## src/rtl/serial_add_sequencer.sv

```systemverilog
// rtl/serial_add_sequencer.sv - valid/ready front end that drives the serial adder's start/done protocol
// Optional WAIT timeout compiled in with SERIAL_SEQ_TIMEOUT_EN.
module serial_add_sequencer #(
    parameter int OPW     = 8,
    parameter int TIMEOUT = 32
) (
    input  logic           clk,
    input  logic           rst,
    input  logic           in_valid,
    output logic           in_ready,
    input  logic [OPW-1:0] in_a,
    input  logic [OPW-1:0] in_b,
    output logic           res_valid,
    input  logic           res_ready,
    output logic [OPW-1:0] res_sum,
    output logic           res_err,
    output logic           busy,
    output logic           adder_start,
    output logic [15:0]    adder_a,
    output logic [15:0]    adder_b,
    input  logic [15:0]    adder_out,
    input  logic           adder_done
);

    localparam logic [1:0] S_IDLE  = 2'd0;
    localparam logic [1:0] S_START = 2'd1;
    localparam logic [1:0] S_WAIT  = 2'd2;
    localparam logic [1:0] S_HOLD  = 2'd3;

    logic [1:0]     state_q, state_d;
    logic [OPW-1:0] a_q, a_d;
    logic [OPW-1:0] b_q, b_d;
    logic [OPW-1:0] sum_q, sum_d;
    logic           start_q, start_d;

`ifdef SERIAL_SEQ_TIMEOUT_EN
    localparam int CW = $clog2(TIMEOUT + 1);
    logic [CW-1:0] cnt_q, cnt_d;
    logic          err_q, err_d;
`endif

    logic unused_adder_hi;
    assign unused_adder_hi = ^adder_out;

    always_comb begin
        state_d = state_q;
        a_d     = a_q;
        b_d     = b_q;
        sum_d   = sum_q;
        start_d = 1'b0;
`ifdef SERIAL_SEQ_TIMEOUT_EN
        cnt_d   = cnt_q;
        err_d   = err_q;
`endif
        case (state_q)
            S_IDLE: begin
                if (in_valid) begin
                    a_d     = in_a;
                    b_d     = in_b;
                    start_d = 1'b1;
                    state_d = S_START;
`ifdef SERIAL_SEQ_TIMEOUT_EN
                    cnt_d   = '0;
`endif
                end
            end
            S_START: state_d = S_WAIT;
            S_WAIT: begin
                if (adder_done) begin
                    sum_d   = adder_out[OPW-1:0];
                    state_d = S_HOLD;
`ifdef SERIAL_SEQ_TIMEOUT_EN
                    err_d   = 1'b0;
                end else begin
                    // Abort on the edge where the count of idle WAIT cycles reaches TIMEOUT.
                    cnt_d = cnt_q + CW'(1);
                    if (cnt_q == CW'(TIMEOUT - 1)) begin
                        sum_d   = '0;
                        err_d   = 1'b1;
                        state_d = S_HOLD;
                    end
`endif
                end
            end
            S_HOLD: begin
                if (res_ready) state_d = S_IDLE;
            end
            default: state_d = S_IDLE;
        endcase
    end

    // start resets high so the adder stays cleared while rst is asserted.
    always_ff @(posedge clk or posedge rst) begin
        if (rst) begin
            state_q <= S_IDLE;
            a_q     <= '0;
            b_q     <= '0;
            sum_q   <= '0;
            start_q <= 1'b1;
`ifdef SERIAL_SEQ_TIMEOUT_EN
            cnt_q   <= '0;
            err_q   <= 1'b0;
`endif
        end else begin
            state_q <= state_d;
            a_q     <= a_d;
            b_q     <= b_d;
            sum_q   <= sum_d;
            start_q <= start_d;
`ifdef SERIAL_SEQ_TIMEOUT_EN
            cnt_q   <= cnt_d;
            err_q   <= err_d;
`endif
        end
    end

    assign in_ready    = (state_q == S_IDLE);
    assign busy        = (state_q != S_IDLE);
    assign res_valid   = (state_q == S_HOLD);
    assign res_sum     = sum_q;
    assign adder_start = start_q;
    assign adder_a     = 16'(a_q);
    assign adder_b     = 16'(b_q);
`ifdef SERIAL_SEQ_TIMEOUT_EN
    assign res_err     = err_q;
`else
    assign res_err     = 1'b0;
`endif

endmodule

```

## config.mk

```make
export PLATFORM = sky130hd
export DESIGN_NAME = serial_add_sequencer
export DESIGN_NICKNAME = d
export VERILOG_FILES = /design/src/rtl/serial_add_sequencer.sv
export SDC_FILE = /design/constraint.sdc
export NUM_CORES = 1
export LEC_CHECK = 0
export CAP_MARGIN = 0
export CORE_MARGIN = 4
export CORE_UTILIZATION = 30
export DETAILED_ROUTE_END_ITERATION = 16
export PLACE_DENSITY = 0.7
export RECOVER_POWER = 50
export SETUP_SLACK_MARGIN = 0.5
export SYNTH_ARGS = -nofsm -noshare
export SYNTH_HDL_FRONTEND = slang
export SYNTH_SLANG_ARGS = --single-unit
```

## constraint.sdc

```tcl
create_clock -name clk -period 4.3 [get_ports clk]
set_input_delay 0.645 -clock clk [delete_from_list [all_inputs] [get_ports clk]]
set_output_delay 0.645 -clock clk [all_outputs]
set_load 0.01 [all_outputs]
```

* Word level (Yosys, flattened, before mapping)
Index checks and enable logic that the tools add are counted.
Operators by class: mux-type cells 6, magnitude comparators 0, shift operators 0, $mul 0, divide/modulo/power cells 0, bitwise gates (word level) 0, eq/ne operators 6, reduce and logical (&&, ||, !) cells 5, add/subtract/negate cells 0
Operator list (count):
- $pmux W2 S4 | 1
- $mux W2 | 3
- $eq A2 B2 Y1 const B | 2
- $ne A2 B2 Y1 const B | 2
- $reduce_and A2 Y1 | 2
- $reduce_and A3 Y1 | 1
- $eq A2 B1 Y1 const B | 1
- $logic_not A2 Y1 | 1
- $mux W1 | 2
- $ne A2 B1 Y1 const B | 1
- $reduce_bool A2 Y1 | 1
Word-level totals: input bits 37, flip-flop bits (word level) 27, bits in latches 0, memories 0, word-level logic and storage cells 22, output and inout bits 45, memory bits (writable) 0, ROM bits 0

* Logic depth before layout (Yosys ltp)
Gate-level depths: netlist of the first run.
word-level depth 3, mapped depth 5, mapped depth without buffers 4

* Worst setup path after synthesis of the first run
No wires, ideal clock.
kind register to register, start point register state_q[0], end point register a_q[4], setup time 128 ps, period minus slack after synthesis 1584 ps, stages on the path, launching flop included 6, arrival 1456 ps, buffers on the path 1, path slack 2716 ps, required time 4172 ps, cell sequence dfrtp_1 -> inv_1 -> ha_1 -> nand2_1 -> buf_2 -> mux2_1
On the way: word-level cells in the longest chain between the ends 2
RTL lines:
- start, declared | RTL line 30 | logic [1:0] state_q, state_d;
- start signal, assigned | RTL line 105 | state_q <= state_d;
- $logic_not A2 Y1
- net in_ready | RTL line 10 | output logic in_ready,
- $reduce_and A2 Y1 (no line)
- end signal, assigned | RTL line 96 | a_q <= '0;
- end signal, assigned | RTL line 106 | a_q <= a_d;
- end, declared | RTL line 31 | logic [OPW-1:0] a_q, a_d;
The timed path passes the listed nets, and every way through them passes these cells. A chain may end at the register's enable or synchronous reset.

* Worst setup path in the final report of the first run
start point register state_q[0], end point output in_ready
On the way: word-level cells in the longest chain between the ends 1
RTL lines:
- $logic_not A2 Y1 | RTL line 117 | assign in_ready = (state_q == S_IDLE);
- end, declared | RTL line 10
No other way between the ends.

==> impl_metrics.py, run 1 <==
metrics = {
    "worst_setup_path": {
        "reg2reg_from": "state_q[0]",
        "path_cells": "inv_1 > ha_1 > clkdlybuf4s50_1",
        "start_kind": "register",
        "endpoint_kind": "primary output",
        "r2r-end": "b_q[0]",
        "path_class": "register to primary output",
        "r2r_slack_ns": 2.52,
        "cp.required_ns": 3.65,
        "crit_slowest_cell": "clkdlybuf4s50_1",
        "cp.arrival_ns": 1.58,
        "r2r_cells": 4,
        "cp_slowest_stage_delay_ns": 0.55,
        "critPathMaxFanout": 4,
    },
    "yosys": {
        "yosys_warnings": 0,
        "yosysTopAreaCell": "dfrtp_1",
        "synth_cell_types": 13,
        "syn_area_per_cell_um2": 13.7,
        "yosysTopAreaCellShare": 0.539,
        "synthesis.area_um2": 1210,
        "synthCells": 88,
        "synth_area_leaders": "dfrtp_1, mux2_2, buf_4",
        "ys_seq_area_frac": 0.561,
        "ys_ff_latch": 27,
    },
    "final_layout": {
        "post-route-util": 0.478,
        "diodes": 0,
        "nets": 188,
        "area_growth_pct": 49.5,
        "final_design_area_no_fill_um2": 1800,
        "drive_gt1_frac": 0.137,
    },
    "floorplanning": {
        "rows": 22,
        "die-width_um": 71.4,
        "start_util": 0.320,
        "die_h_um": 71.4,
        "dieArea_um2": 5100,
        "io_pins": 82,
        "coreArea_um2": 3770,
    },
    "sta": {
        "max_freq_mhz": 449,
        "hold_viol_final": 0,
        "final.setup_skew_ns": 0.00748,
        "fin_setup_tns_ns": 0,
        "slew_headroom": 0.314,
        "setup_viol": 0,
        "worstMarginPinSlew_ns": 1.03,
        "slew_violations": 0,
        "finalCritPeriodShare": 0.518,
        "min_period_ns": 2.23,
        "rsz0062_at_grt": "false",
    },
    "min_path": {
        "hp-class": "register to register",
        "whs_endpoint": "b_q[2]",
        "hp-start": "b_q[2]",
        "holdPathStages": 1,
    },
    "detailed_routing": {
        "drt_iter0_markers": 11,
        "drtPass1Iterations": 4,
        "vias": 801,
        "drc": 0,
        "drt-total-wl_um": 2560,
        "ant_nets": 0,
        "vias_per_cell": 4.13,
        "routed_wire_length_per_instance_um": 13.2,
    },
    "placement": {
        "routabilityCongestion": 0.684,
        "portBuffers": 56,
        "dpl_cell_area_um2": 1750,
    },
    "pwr": {
        "irDropWorstVdd_v": 0.000291,
        "cellLeakagePower_nw": 0.810,
        "p_total_w": 0.00119,
        "power_density_nw_per_um2": 658,
    },
    "clock_tree": {
        "cts_hold_buf": 0,
        "tritoncts": "yes",
        "post_cts_resized": 0,
        "clk_pin_slew_worst_paths_ns": 0.10,
        "cts-htree-levels": 1,
        "insertion_delay_ns": 0.28,
        "cts_root_buf": "clkbuf_8",
        "postCtsSetupBuffers": 0,
        "cts_sinks": 27,
        "clockBufferDepth": 2,
        "cts_buffers": 3,
    },
    "run": {
        "max_cap_violations": 0,
    },
    "grt": {
        "grt_overflow": 0,
        "antenna_found_initial": 0,
        "grt_pass1_vias": 879,
        "grt_pass1_wl_um": 4020,
        "grt_usage": 0.103,
        "grt_max_degree": 28,
    },
    "outcome": {
        "status": "finished, final reports clean",
    },
}
-- power breakdown --
part           switching [W]  internal [W]
combinational       0.000226      0.000362
sequential         0.0000661      0.000385
clock              0.0000817     0.0000658
total               0.000374      0.000813
-- layout make-up --
cell class	instances	area, µm²
Timing Repair Buffer	56	561
Fill cell	348	1970
Sequential cell	27	677
Clock inverter	1	7.51
Multi-Input combinational cell	51	427
Tap cell	48	60.1
Inverter	8	30.0
Clock buffer	3	41.3
-- registers in the layout, indices dropped and copies added (netlist names) --
name,cells
res_sum,8
adder_start,1
state_q,2
b_q,8
a_q,8
-- worst max-delay path, delay by kind of cell, from the launching register on --
family / cells / cell delay, ns
adder cells (fa/ha/maj): 1 / 0.23
buffers and inverters: 2 / 0.67
flip-flops: 1 / 0.39
-- cell families (layout without fill, tap and decap cells) --
kind of cell | Yosys count | in the layout | share of synthesized area
buffers and inverters | 26 | 68 | 0.135
DFF | 27 | 27 | 0.561
muxes | 26 | 26 | 0.242
other | 1 | 17 | 0.00311
adders and majority gates | 4 | 4 | 0.0415
AOI/OAI and AO/OA | 1 | 1 | 0.00830
and+or+nand+nor | 3 | 3 | 0.00934
-- layer usage --
metal	global-route usage	up-vias	part of all wire
met1	0.0985	384	0.34
met4	0.0668	0	0.020
met2	0.170	46	0.50
met5	0	-	0
li1	-	367	-
met3	0.0561	4	0.14
-- placed cells by master (no fill, tap or decap), types with 2 or more instances in the layout --
cell	instances
clkdlybuf4s50_1	49
mux2_2	15
dlygate4sd3_1	7
conb_1	17
clkbuf_8	3
nand2_1	2
dfrtp_1	26
mux2_1	10
inv_1	8
ha_1	4
-- worst max-delay path by stage --
stage / start / end / slack (ns)
finish: state_q[0] / in_ready / 2.07
global route: state_q[0] / in_ready / 1.98
CTS: state_q[0] / in_ready / 2.05
detailed placement: in_valid / b_q[0] / 2.10
global placement: in_valid / b_q[3] / 2.14
floorplan: state_q[0] / a_q[4] / 2.72
-- metrics by stage --
stage / hold slack (ns) / setup WS, ns / instances
floorplan: 0.512 / 2.72 / 104
global placement: 0.478 / 2.14 / 190
detailed placement: 0.485 / 2.10 / 190
CTS: 0.508 / 2.05 / 194
global route: 0.518 / 1.98 / 194
finish: 0.503 / 2.07 / 194
-- Yosys cell counts --
master / instances
mux2_1: 10
buf_4: 17
nand2_1: 2
mux2i_1: 1
mux2_2: 15
a222oi_1: 1
nor2_1: 1
inv_1: 8
dfrtp_1: 26
conb_1: 1
dfstp_2: 1
buf_2: 1
ha_1: 4
(Power assumes the default switching activity.)
==> run 2: changes to the inputs <==
PLACE_DENSITY = 0.73   (was 0.7)
clock period = 2 ns   (was 4.3 ns; I/O delays follow)
==> impl_metrics.py, run 2 (same netlist as run 1, synthesis figures left out) <==
metrics = {
    "pwr": {
        "irDropWorstVdd_v": 0.000655,
        "power_density_nw_per_um2": 1370,
        "cellLeakagePower_nw": 0.917,
    },
    "detailed_routing": {
        "drc": 0,
        "ant_nets": 0,
        "vias": 820,
        "drtPass1Iterations": 4,
        "routed_wire_length_per_instance_um": 12.5,
        "drt_iter0_markers": 5,
        "vias_per_cell": 4.10,
        "drt-total-wl_um": 2500,
    },
    "clock_tree": {
        "cts_sinks": 27,
        "tritoncts": "yes",
        "clockBufferDepth": 2,
        "cts_hold_buf": 0,
        "insertion_delay_ns": 0.27,
        "cts_buffers": 3,
        "clk_pin_slew_worst_paths_ns": 0.10,
        "cts_root_buf": "clkbuf_8",
        "cts-htree-levels": 1,
    },
    "sta": {
        "max_freq_mhz": 629,
        "finalCritPeriodShare": 0.795,
        "hold_viol_final": 0,
        "slew_headroom": 0.582,
        "slew_violations": 0,
        "worstMarginPinSlew_ns": 0.626,
        "setup_slack_ns": 0.410,
        "rsz0062_at_grt": "true",
        "min_period_ns": 1.59,
        "final.setup_skew_ns": 0.00327,
        "setup_viol": 0,
        "fin_setup_tns_ns": 0,
    },
    "final_layout": {
        "final_design_area_no_fill_um2": 1890,
        "diodes": 0,
        "nets": 194,
        "mostFrequentLayoutCell": "clkdlybuf4s50_1",
        "layout_common_cells": "clkdlybuf4s50_1, dfrtp_1, conb_1",
        "drive_gt1_frac": 0.211,
        "area_growth_pct": 56.5,
    },
    "worst_setup_path": {
        "start_kind": "register",
        "cp.arrival_ns": 1.29,
        "critPathMaxFanout": 4,
        "path_class": "register to primary output",
        "endpoint_kind": "primary output",
        "cp.required_ns": 1.70,
    },
    "grt": {
        "antenna_found_initial": 0,
        "grt_overflow": 0,
        "use_met2": 0.156,
        "grt_util_met1": 0.116,
        "grt_usage": 0.0970,
        "grt_use_met3": 0.0477,
        "grt_max_degree": 28,
        "grt_pass1_vias": 855,
        "busiest_layer": "met2",
        "grt_pass1_wl_um": 3970,
    },
    "floorplanning": {
        "coreArea_um2": 3770,
        "die-width_um": 71.4,
        "start_util": 0.320,
        "io_pins": 82,
        "die_h_um": 71.4,
        "rows": 22,
        "dieArea_um2": 5100,
    },
    "outcome": {
        "status": "finished, final reports clean",
    },
    "min_path": {
        "hp-class": "register to register",
    },
    "placement": {
        "dpl_cell_area_um2": 1770,
        "routabilityCongestion": 0.714,
        "place_ws_ns": 0.209,
        "portBuffers": 56,
        "place.detailed.hpwl_um": 1920,
    },
    "run": {
        "max_cap_violations": 0,
    },
}
run 2: changes by cell type in the layout (fill, tap and decap cells not counted), sizes merged:
cell	delta
clkdlybuf4s50	-19
clkdlybuf4s25	+13
dlymetal6s2s	+7
dlygate4sd3	-6
buf	+5
dlygate4sd2	+3
clkbuf	+2
clkdlybuf4s15	+1
run 2: per-layer routing:
layer / wire length, µm / vias to the layer above
li1: - / 381
met1: 942 / 384
met2: 1180 / 53
met3: 367 / 2
met4: 11 / 0
met5: 0 / -
run 2: worst paths after layout:
path,startpoint,cells past startpoint,to,slack (ns)
worst min-delay path,a_q[5],1,a_q[5],0.50
worst max register to register,state_q[0],4,state_q[1],0.45
worst max-delay path,state_q[1],4,busy,0.41
min in group asynchronous,rst,3,a_q[1],0.61
worst min register to register,a_q[5],1,a_q[5],0.50
max in group asynchronous,rst,3,state_q[1],0.94
run 2: layout make-up:
class,count,area [µm²]
fill,316,1880
sequential,27,678
timing repair buffer,62,612
multi-input combinational,51,459
tap,48,60.1
clock buffer,3,41.3
inverter,8,30.0
clock inverter,1,7.51
run 2: report_power, final:
group / switching (W) / internal [W] / total (W)
Clock: 0.000175 / 0.000141 / 0.000317
Sequential: 0.000144 / 0.000829 / 0.000974
Combinational: 0.000524 / 0.000781 / 0.00130
run 2: stage by stage:
step	utilization	hold WS [ns]	cells	total power [W]
2_1_floorplan	-	0.352	104	0.00159
3_3_place_gp	0.469	0.473	191	0.00224
3_5_place_dp	0.469	0.482	191	0.00230
4_1_cts	0.486	0.381	198	0.00263
5_1_grt	0.501	0.523	200	0.00280
6_report	0.501	0.499	200	0.00259
run 2: worst max-delay path, cell delays in order (launching register included):
cell and delay, ns:
dfrtp_2 0.46, inv_1 0.13, ha_4 0.17, inv_1 0.04, clkdlybuf4s15_1 0.22
run 2: what timing repair did:
item / in CTS / in global routing
pin swaps: 1 / 2
setup buffers: 3 / 2
setup endpoints to repair: 21 / 49
gates resized for setup: 5 / 27
